`src/rtl/sys_bus_decoder.sv`:
```
// System bus address decoder.
// Accepts one upstream request at a time, forwards a registered one-hot strobe
// to the addressed region and returns a registered single-cycle ack. Unmapped
// regions and subordinates that stay silent for TMO cycles complete with an
// error, well inside the upstream 32-cycle watchdog.
module sys_bus_decoder #(
  parameter int unsigned    SYS_DW  = 64,
  parameter int unsigned    SYS_AW  = 32,
  parameter int unsigned    SYS_SW  = SYS_DW >> 3,
  parameter int unsigned    SN      = 8,
  parameter int unsigned    DEC_LSB = 20,
  parameter logic [SN-1:0]  REG_EN  = {SN{1'b1}},
  parameter int unsigned    TMO     = 16
) (
  input  logic                 sys_clk_i,
  input  logic                 sys_rstn_i,
  input  logic [SYS_AW-1:0]    sys_addr_i,
  input  logic [SYS_DW-1:0]    sys_wdata_i,
  input  logic [SYS_SW-1:0]    sys_sel_i,
  input  logic                 sys_wen_i,
  input  logic                 sys_ren_i,
  output logic [SYS_DW-1:0]    sys_rdata_o,
  output logic                 sys_err_o,
  output logic                 sys_ack_o,
  output logic [SYS_AW-1:0]    sub_addr_o,
  output logic [SYS_DW-1:0]    sub_wdata_o,
  output logic [SYS_SW-1:0]    sub_sel_o,
  output logic [SN-1:0]        sub_wen_o,
  output logic [SN-1:0]        sub_ren_o,
  input  logic [SN*SYS_DW-1:0] sub_rdata_i,
  input  logic [SN-1:0]        sub_err_i,
  input  logic [SN-1:0]        sub_ack_i
);

  // Region field width; a single-region build still carries one (ignored) bit.
  localparam int unsigned RW = (SN > 1) ? $clog2(SN) : 1;
  localparam int unsigned CW = $clog2(TMO + 1);

  typedef enum logic [1:0] {StIdle, StBusy, StUerr} state_e;

  state_e              state_q, state_d;
  logic [RW-1:0]       region_q, region_d;
  logic                wr_q, wr_d;
  logic [CW-1:0]       cnt_q, cnt_d;
  logic [SYS_AW-1:0]   addr_q, addr_d;
  logic [SYS_DW-1:0]   wdata_q, wdata_d;
  logic [SYS_SW-1:0]   sel_q, sel_d;
  logic [SN-1:0]       wen_q, wen_d;
  logic [SN-1:0]       ren_q, ren_d;
  logic [SYS_DW-1:0]   rdata_q, rdata_d;
  logic                err_q, err_d;
  logic                ack_q, ack_d;

  logic                req;
  logic [RW-1:0]       region_in;
  logic [SN-1:0]       region_oh;
  logic                sel_ack;
  logic                timeout;

  assign req       = sys_wen_i | sys_ren_i;
  assign region_in = sys_addr_i[DEC_LSB +: RW];
  assign sel_ack   = sub_ack_i[region_q];
  assign timeout   = (cnt_q == CW'(TMO));

  // One-hot decode of the incoming region field.
  always_comb begin
    region_oh = '0;
    region_oh[region_in] = 1'b1;
  end

  // State and datapath registers, synchronous active-low reset.
  always_ff @(posedge sys_clk_i) begin
    if (!sys_rstn_i) begin
      state_q  <= StIdle;
      region_q <= '0;
      wr_q     <= 1'b0;
      cnt_q    <= '0;
      addr_q   <= '0;
      wdata_q  <= '0;
      sel_q    <= '0;
      wen_q    <= '0;
      ren_q    <= '0;
      rdata_q  <= '0;
      err_q    <= 1'b0;
      ack_q    <= 1'b0;
    end else begin
      state_q  <= state_d;
      region_q <= region_d;
      wr_q     <= wr_d;
      cnt_q    <= cnt_d;
      addr_q   <= addr_d;
      wdata_q  <= wdata_d;
      sel_q    <= sel_d;
      wen_q    <= wen_d;
      ren_q    <= ren_d;
      rdata_q  <= rdata_d;
      err_q    <= err_d;
      ack_q    <= ack_d;
    end
  end

  // Next-state logic; a real ack takes priority over the timeout.
  always_comb begin
    state_d = state_q;
    case (state_q)
      StIdle: begin
        if (req) state_d = REG_EN[region_in] ? StBusy : StUerr;
      end
      StBusy: begin
        if (sel_ack || timeout) state_d = StIdle;
      end
      StUerr:  state_d = StIdle;
      default: state_d = StIdle;
    endcase
  end

  // Datapath/output next values: strobes, ack and err are one-cycle pulses.
  always_comb begin
    region_d = region_q;
    wr_d     = wr_q;
    cnt_d    = cnt_q;
    addr_d   = addr_q;
    wdata_d  = wdata_q;
    sel_d    = sel_q;
    rdata_d  = rdata_q;
    wen_d    = '0;
    ren_d    = '0;
    err_d    = 1'b0;
    ack_d    = 1'b0;
    case (state_q)
      StIdle: begin
        if (req) begin
          region_d = region_in;
          wr_d     = sys_wen_i;
          addr_d   = sys_addr_i;
          wdata_d  = sys_wdata_i;
          sel_d    = sys_sel_i;
          cnt_d    = CW'(1);
          if (REG_EN[region_in]) begin
            // Write wins when both strobes are high.
            if (sys_wen_i) wen_d = region_oh;
            else           ren_d = region_oh;
          end
        end
      end
      StBusy: begin
        if (sel_ack) begin
          ack_d = 1'b1;
          err_d = sub_err_i[region_q];
          if (!wr_q) rdata_d = sub_rdata_i[region_q*SYS_DW +: SYS_DW];
        end else if (timeout) begin
          ack_d = 1'b1;
          err_d = 1'b1;
          if (!wr_q) rdata_d = '0;
        end else begin
          cnt_d = cnt_q + CW'(1);
        end
      end
      StUerr: begin
        ack_d = 1'b1;
        err_d = 1'b1;
        if (!wr_q) rdata_d = '0;
      end
      default: ;
    endcase
  end

  assign sys_rdata_o = rdata_q;
  assign sys_err_o   = err_q;
  assign sys_ack_o   = ack_q;
  assign sub_addr_o  = addr_q;
  assign sub_wdata_o = wdata_q;
  assign sub_sel_o   = sel_q;
  assign sub_wen_o   = wen_q;
  assign sub_ren_o   = ren_q;

endmodule

```
`config.mk`:
```
export PLATFORM = sky130hd
export DESIGN_NAME = sys_bus_decoder
export DESIGN_NICKNAME = d
export VERILOG_FILES = /design/src/rtl/sys_bus_decoder.sv
export SDC_FILE = /design/constraint.sdc
export NUM_CORES = 1
export LEC_CHECK = 0
export ABC_CLOCK_PERIOD_IN_PS = 2710
export BUFFER_PORTS_ARGS = -buffer_cell sky130_fd_sc_hd__buf_2
export CAP_MARGIN = 20
export CELL_PAD_IN_SITES_DETAIL_PLACEMENT = 0
export CELL_PAD_IN_SITES_GLOBAL_PLACEMENT = 1
export CORE_AREA = 10 10 308 310
export CTS_BUF_LIST = sky130_fd_sc_hd__clkbuf_4 sky130_fd_sc_hd__clkbuf_8 sky130_fd_sc_hd__clkbuf_16
export CTS_CLUSTER_DIAMETER = 150
export CTS_CLUSTER_SIZE = 16
export DETAILED_ROUTE_END_ITERATION = 10
export DIE_AREA = 0 0 318 320
export PLACE_DENSITY = 0.52
export SLEW_MARGIN = 20
export SYNTH_ARGS = -nofsm -noshare
export SYNTH_HDL_FRONTEND = slang
export SYNTH_SLANG_ARGS = --single-unit
```
`constraint.sdc`:
```
create_clock -name sys_clk_i -period 2.71 [get_ports sys_clk_i]
set_clock_uncertainty 0.2 [all_clocks]
set_input_delay 0.271 -clock sys_clk_i [delete_from_list [all_inputs] [get_ports sys_clk_i]]
set_output_delay 0.271 -clock sys_clk_i [all_outputs]
set_load 0.02 [all_outputs]
```
==> run summary <==
The combined buffer and inverter count along the critical path is 1. CTS saw 193 sinks. For this design the ratio of total power to cell area is 497 nW/um^2. From left edge to right edge, the die measures 318 um. For the pin with the worst max-slew slack, the measured transition is 0.810 ns. Input and output buffers added on the ports amount to 821. The signal on the critical path passes through or2_4 -> or3_1 -> nor3_1 -> dlygate4sd3_1.

The tools report the worst-case clock buffer depth as 2. 822 I/O pins were placed. For this run, asynchronously set or reset flops after synthesis account for 0%. The synthesized netlist contains 38 unique library cells.

In this run the static leakage power is 7.83 nW. The HPWL after detailed placement is 74200 um. The synthesized cell area is 11100 um^2, and the mean post-synth cell area is 9.66 um^2. The average detailed-routed wire length per instance was 27.3 um; the final total power was 9.18 mW. TritonCTS built the clock tree. For the arrival time at the worst endpoint, the log shows 2.61 ns. The cell sitting at the root of the clock tree is a sky130_fd_sc_hd__clkbuf_16.

Worst reg2reg path startpoint: state_q[0]. The flop-to-flop setup slack came out at 0.35 ns. The run finished with clean final reports.

The maximum clock frequency was 0.423 GHz; the floorplan core area was 88200 um^2. The detailed router placed 13.5k vias in this run. The worst register-to-register path has a depth of 4.

STA classifies the critical path endpoint as a flop. The cell family contributing the most delay on the critical path is simple AND/OR/NAND/NOR gates. Cells with a size suffix above 1 make up 50.7% of the layout. The flip-flop cell with the highest count after synthesis was sky130_fd_sc_hd__dfxtp_1.

The tools report the clock insertion delay at the later pin of the skew report as 0.50 ns. In this run the post-CTS setup repair buffer count came out at 0. The effective utilization at floorplan was 12.6%; the die boundary height was 320 um. Setup repair after global routing left no endpoint under its margin. The startpoint identified for the worst hold timing path is sys_ren_i. Of all nets on the critical path, the largest fanout is 21. The number of design-rule violations left by the first detailed-router iteration was 1073. For the initial antenna violation count, the log shows 72. For the register area share after synthesis, the log shows 34.7%. STA classifies the critical path startpoint as a flop.

The number of buffers inserted during clock tree synthesis came out at 17. Measured against its own limit, the worst slew margin works out to 46.0%. The tools report the endpoint of the worst hold path as cnt_q[2].

The cell count of the worst hold path was 5. Weighted congestion reported at the end of routability-driven placement: 0.949. The total routing usage reported by global routing came out at 16.4%.

The overall routed net length was 87700 um. The worst path in the final design needs a cycle of 2.36 ns, including I/O delays and setup. The tools report the H-tree depth reported by CTS as 4. During synthesis, Yosys emitted a total of 0 warnings. After detailed routing, the number of remaining DRC violations is 0. For the total iterations of the first detailed-routing run, the log shows 7. The logs give 1154 for the gate count of the mapped netlist and 1792 for the post-synthesis net count.

The via count of the first global-routing pass is 13.8k, and the share of the cycle needed by the critical path after routing is 87.2%. The number of endpoints with negative hold slack in the final report was 0. Slowest library cell on the worst path: sky130_fd_sc_hd__dlygate4sd3_1. Setup violations remaining at the end of the flow were counted as 0.

After clock tree synthesis, the clock-pin slew on the worst setup and hold paths is 0.10 ns. The classification of the worst-slack hold path is input port to flop. For this run, the post-layout net count is 2654.

The routed via count divided by cell count was 4.21; the number of max-cap violations was 0. Filler-free cell count of the finished design: 3211. In the final timing run, aggregate negative setup slack is 0 ns.

The detail route stage leaves a number of antenna-violating nets equal to 0. The count of pins over their slew limit was 0; the largest net degree at the start of global routing was 144. Global routing finished with a remaining overflow of 0.

The maximum ir drop on the vdd rail was 0.000352 V; the cell count after placement was 3054. In this run the critical register-to-register path is captured at sub_ren_o[4]. The standard-cell row count came out at 109. The data required time at the worst endpoint is 2.96 ns, and the layout overhead on the synthesized area is 65.6%. Synthesis inferred 193 register bits. The critical path is of the flop to flop type. The first global-routing pass estimated 118000 um of wire. The count of flip-flops with a built-in enable after synthesis came out at 0. The delay of the slowest cell on the worst path is 0.56 ns, and the die footprint is 102000 um^2.
## cells in the mapped netlist (all sizes together), types with 4 or more instances
library cell	n	share of area, %
nor2	13	0.44
clkbuf	77	2.6
dfxtp	193	35
nand2	281	9.5
a21boi	29	2.0
inv	5	0.17
nor3	5	0.22
mux2i	70	6.3
a21oi	80	3.6
buf	42	2.0
a31oi	64	3.6
nand3	67	3.0
or3	65	3.6
mux4	128	26
mux2	4	0.40
## through the flow
step	util, %	hold WS (ns)	instance area, um^2	setup WS [ns]
CTS	20.9	0.0377	18400	0.344
floorplan	-	0.207	11100	0.455
finish	20.9	0.0966	18500	0.348
global route	20.9	0.0966	18400	0.260
detailed placement	18.9	0.244	16700	0.419
global placement	18.9	0.239	16700	0.412
## sequential cells by signal (all words and copies together) (netlist names), 2 cells and up
register	count
cnt_q	5
region_q	2
sub_addr_o	30
sub_ren_o	8
sub_sel_o	8
sub_wdata_o	64
sub_wen_o	8
sys_rdata_o	64
## layout make-up
type	count	area (um^2)
Fill cell	9814	69800
Multi-Input combinational cell	837	6790
Timing Repair Buffer	962	5630
Sequential cell	193	3870
Tap cell	1165	1460
Clock buffer	17	425
Clock inverter	15	228
Antenna cell	17	42.5
Inverter	5	23.8
## repair_timing
action                                 CTS  global route
endpoints found under the hold margin  123             0
hold buffers                           108             0
resized for setup                        0             0
## logic make-up (layout without fill, tap and decap cells)
kind of cell | Yosys count | count (layout) | synth area share, %
adder cells (fa/ha/maj) | 2 | 2 | 0.224
AO/OA/AOI/OAI | 183 | 183 | 9.79
buffers and inverters | 124 | 999 | 4.77
flip-flops | 193 | 193 | 34.7
AND/OR/NAND/NOR | 450 | 450 | 18.0
other | 0 | 17 | 0
multiplexers | 202 | 202 | 32.5
## worst register-to-register path, cell delays in order (launching register included)
cell and delay (ns):
sky130_fd_sc_hd__dfxtp_1 0.48, sky130_fd_sc_hd__or2_4 0.43, sky130_fd_sc_hd__or3_1 0.47, sky130_fd_sc_hd__nor3_1 0.17, sky130_fd_sc_hd__dlygate4sd3_1 0.56
## placed cells by master, fill, tap and decap left out, drive strengths merged, types with 2 or more instances in the layout
cell type | Yosys | layout
o22ai | 3 | 3
nor2 | 13 | 13
mux2 | 4 | 4
clkinv | 0 | 5
inv | 5 | 15
nand3b | 3 | 3
nand2b | 3 | 3
a22o | 2 | 2
a21boi | 29 | 29
mux2i | 70 | 70
dlygate4sd3 | 0 | 108
o21ai | 2 | 2
or3 | 65 | 65
buf | 42 | 854
mux4 | 128 | 128
nand4 | 2 | 2
diode | 0 | 17
nor4 | 2 | 2
nor3 | 5 | 5
or2 | 2 | 2
nor3b | 2 | 2
a21oi | 80 | 80
clkbuf | 77 | 17
nand3 | 67 | 67
nand2 | 281 | 281
dfxtp | 193 | 193
a31oi | 64 | 64
ha | 2 | 2
## metal layers
metal	global-route usage [%]	up-vias	wire, um	part of all wire [%]
met4	3.69	28	1760	2.0
met1	19.4	6613	35200	40
met2	28.2	727	42700	49
met3	5.77	133	7920	9.0
li1	-	6007	-	-
met5	0	-	181	0.21
## report_power, final
part	switching, mW	internal, mW	leakage, nW
clock network	1.63	1.32	0.313
registers	0.182	3.07	1.58
logic	1.65	1.33	5.93
total	3.46	5.72	7.83
## worst max-delay path by stage
stage / slack (ns) / end / start / cells past startpoint
after floorplan: 0.46 / sys_rdata_o[60] / region_q[0] / 9
final: 0.35 / sub_ren_o[4] / state_q[0] / 4
after global routing: 0.26 / sub_ren_o[4] / state_q[0] / 4
after CTS: 0.34 / sub_ren_o[4] / state_q[0] / 4
after global placement: 0.41 / sys_rdata_o[1] / region_q[0] / 6
after detailed placement: 0.42 / sys_rdata_o[1] / region_q[0] / 6
Power figures use the tool's default switching activity.
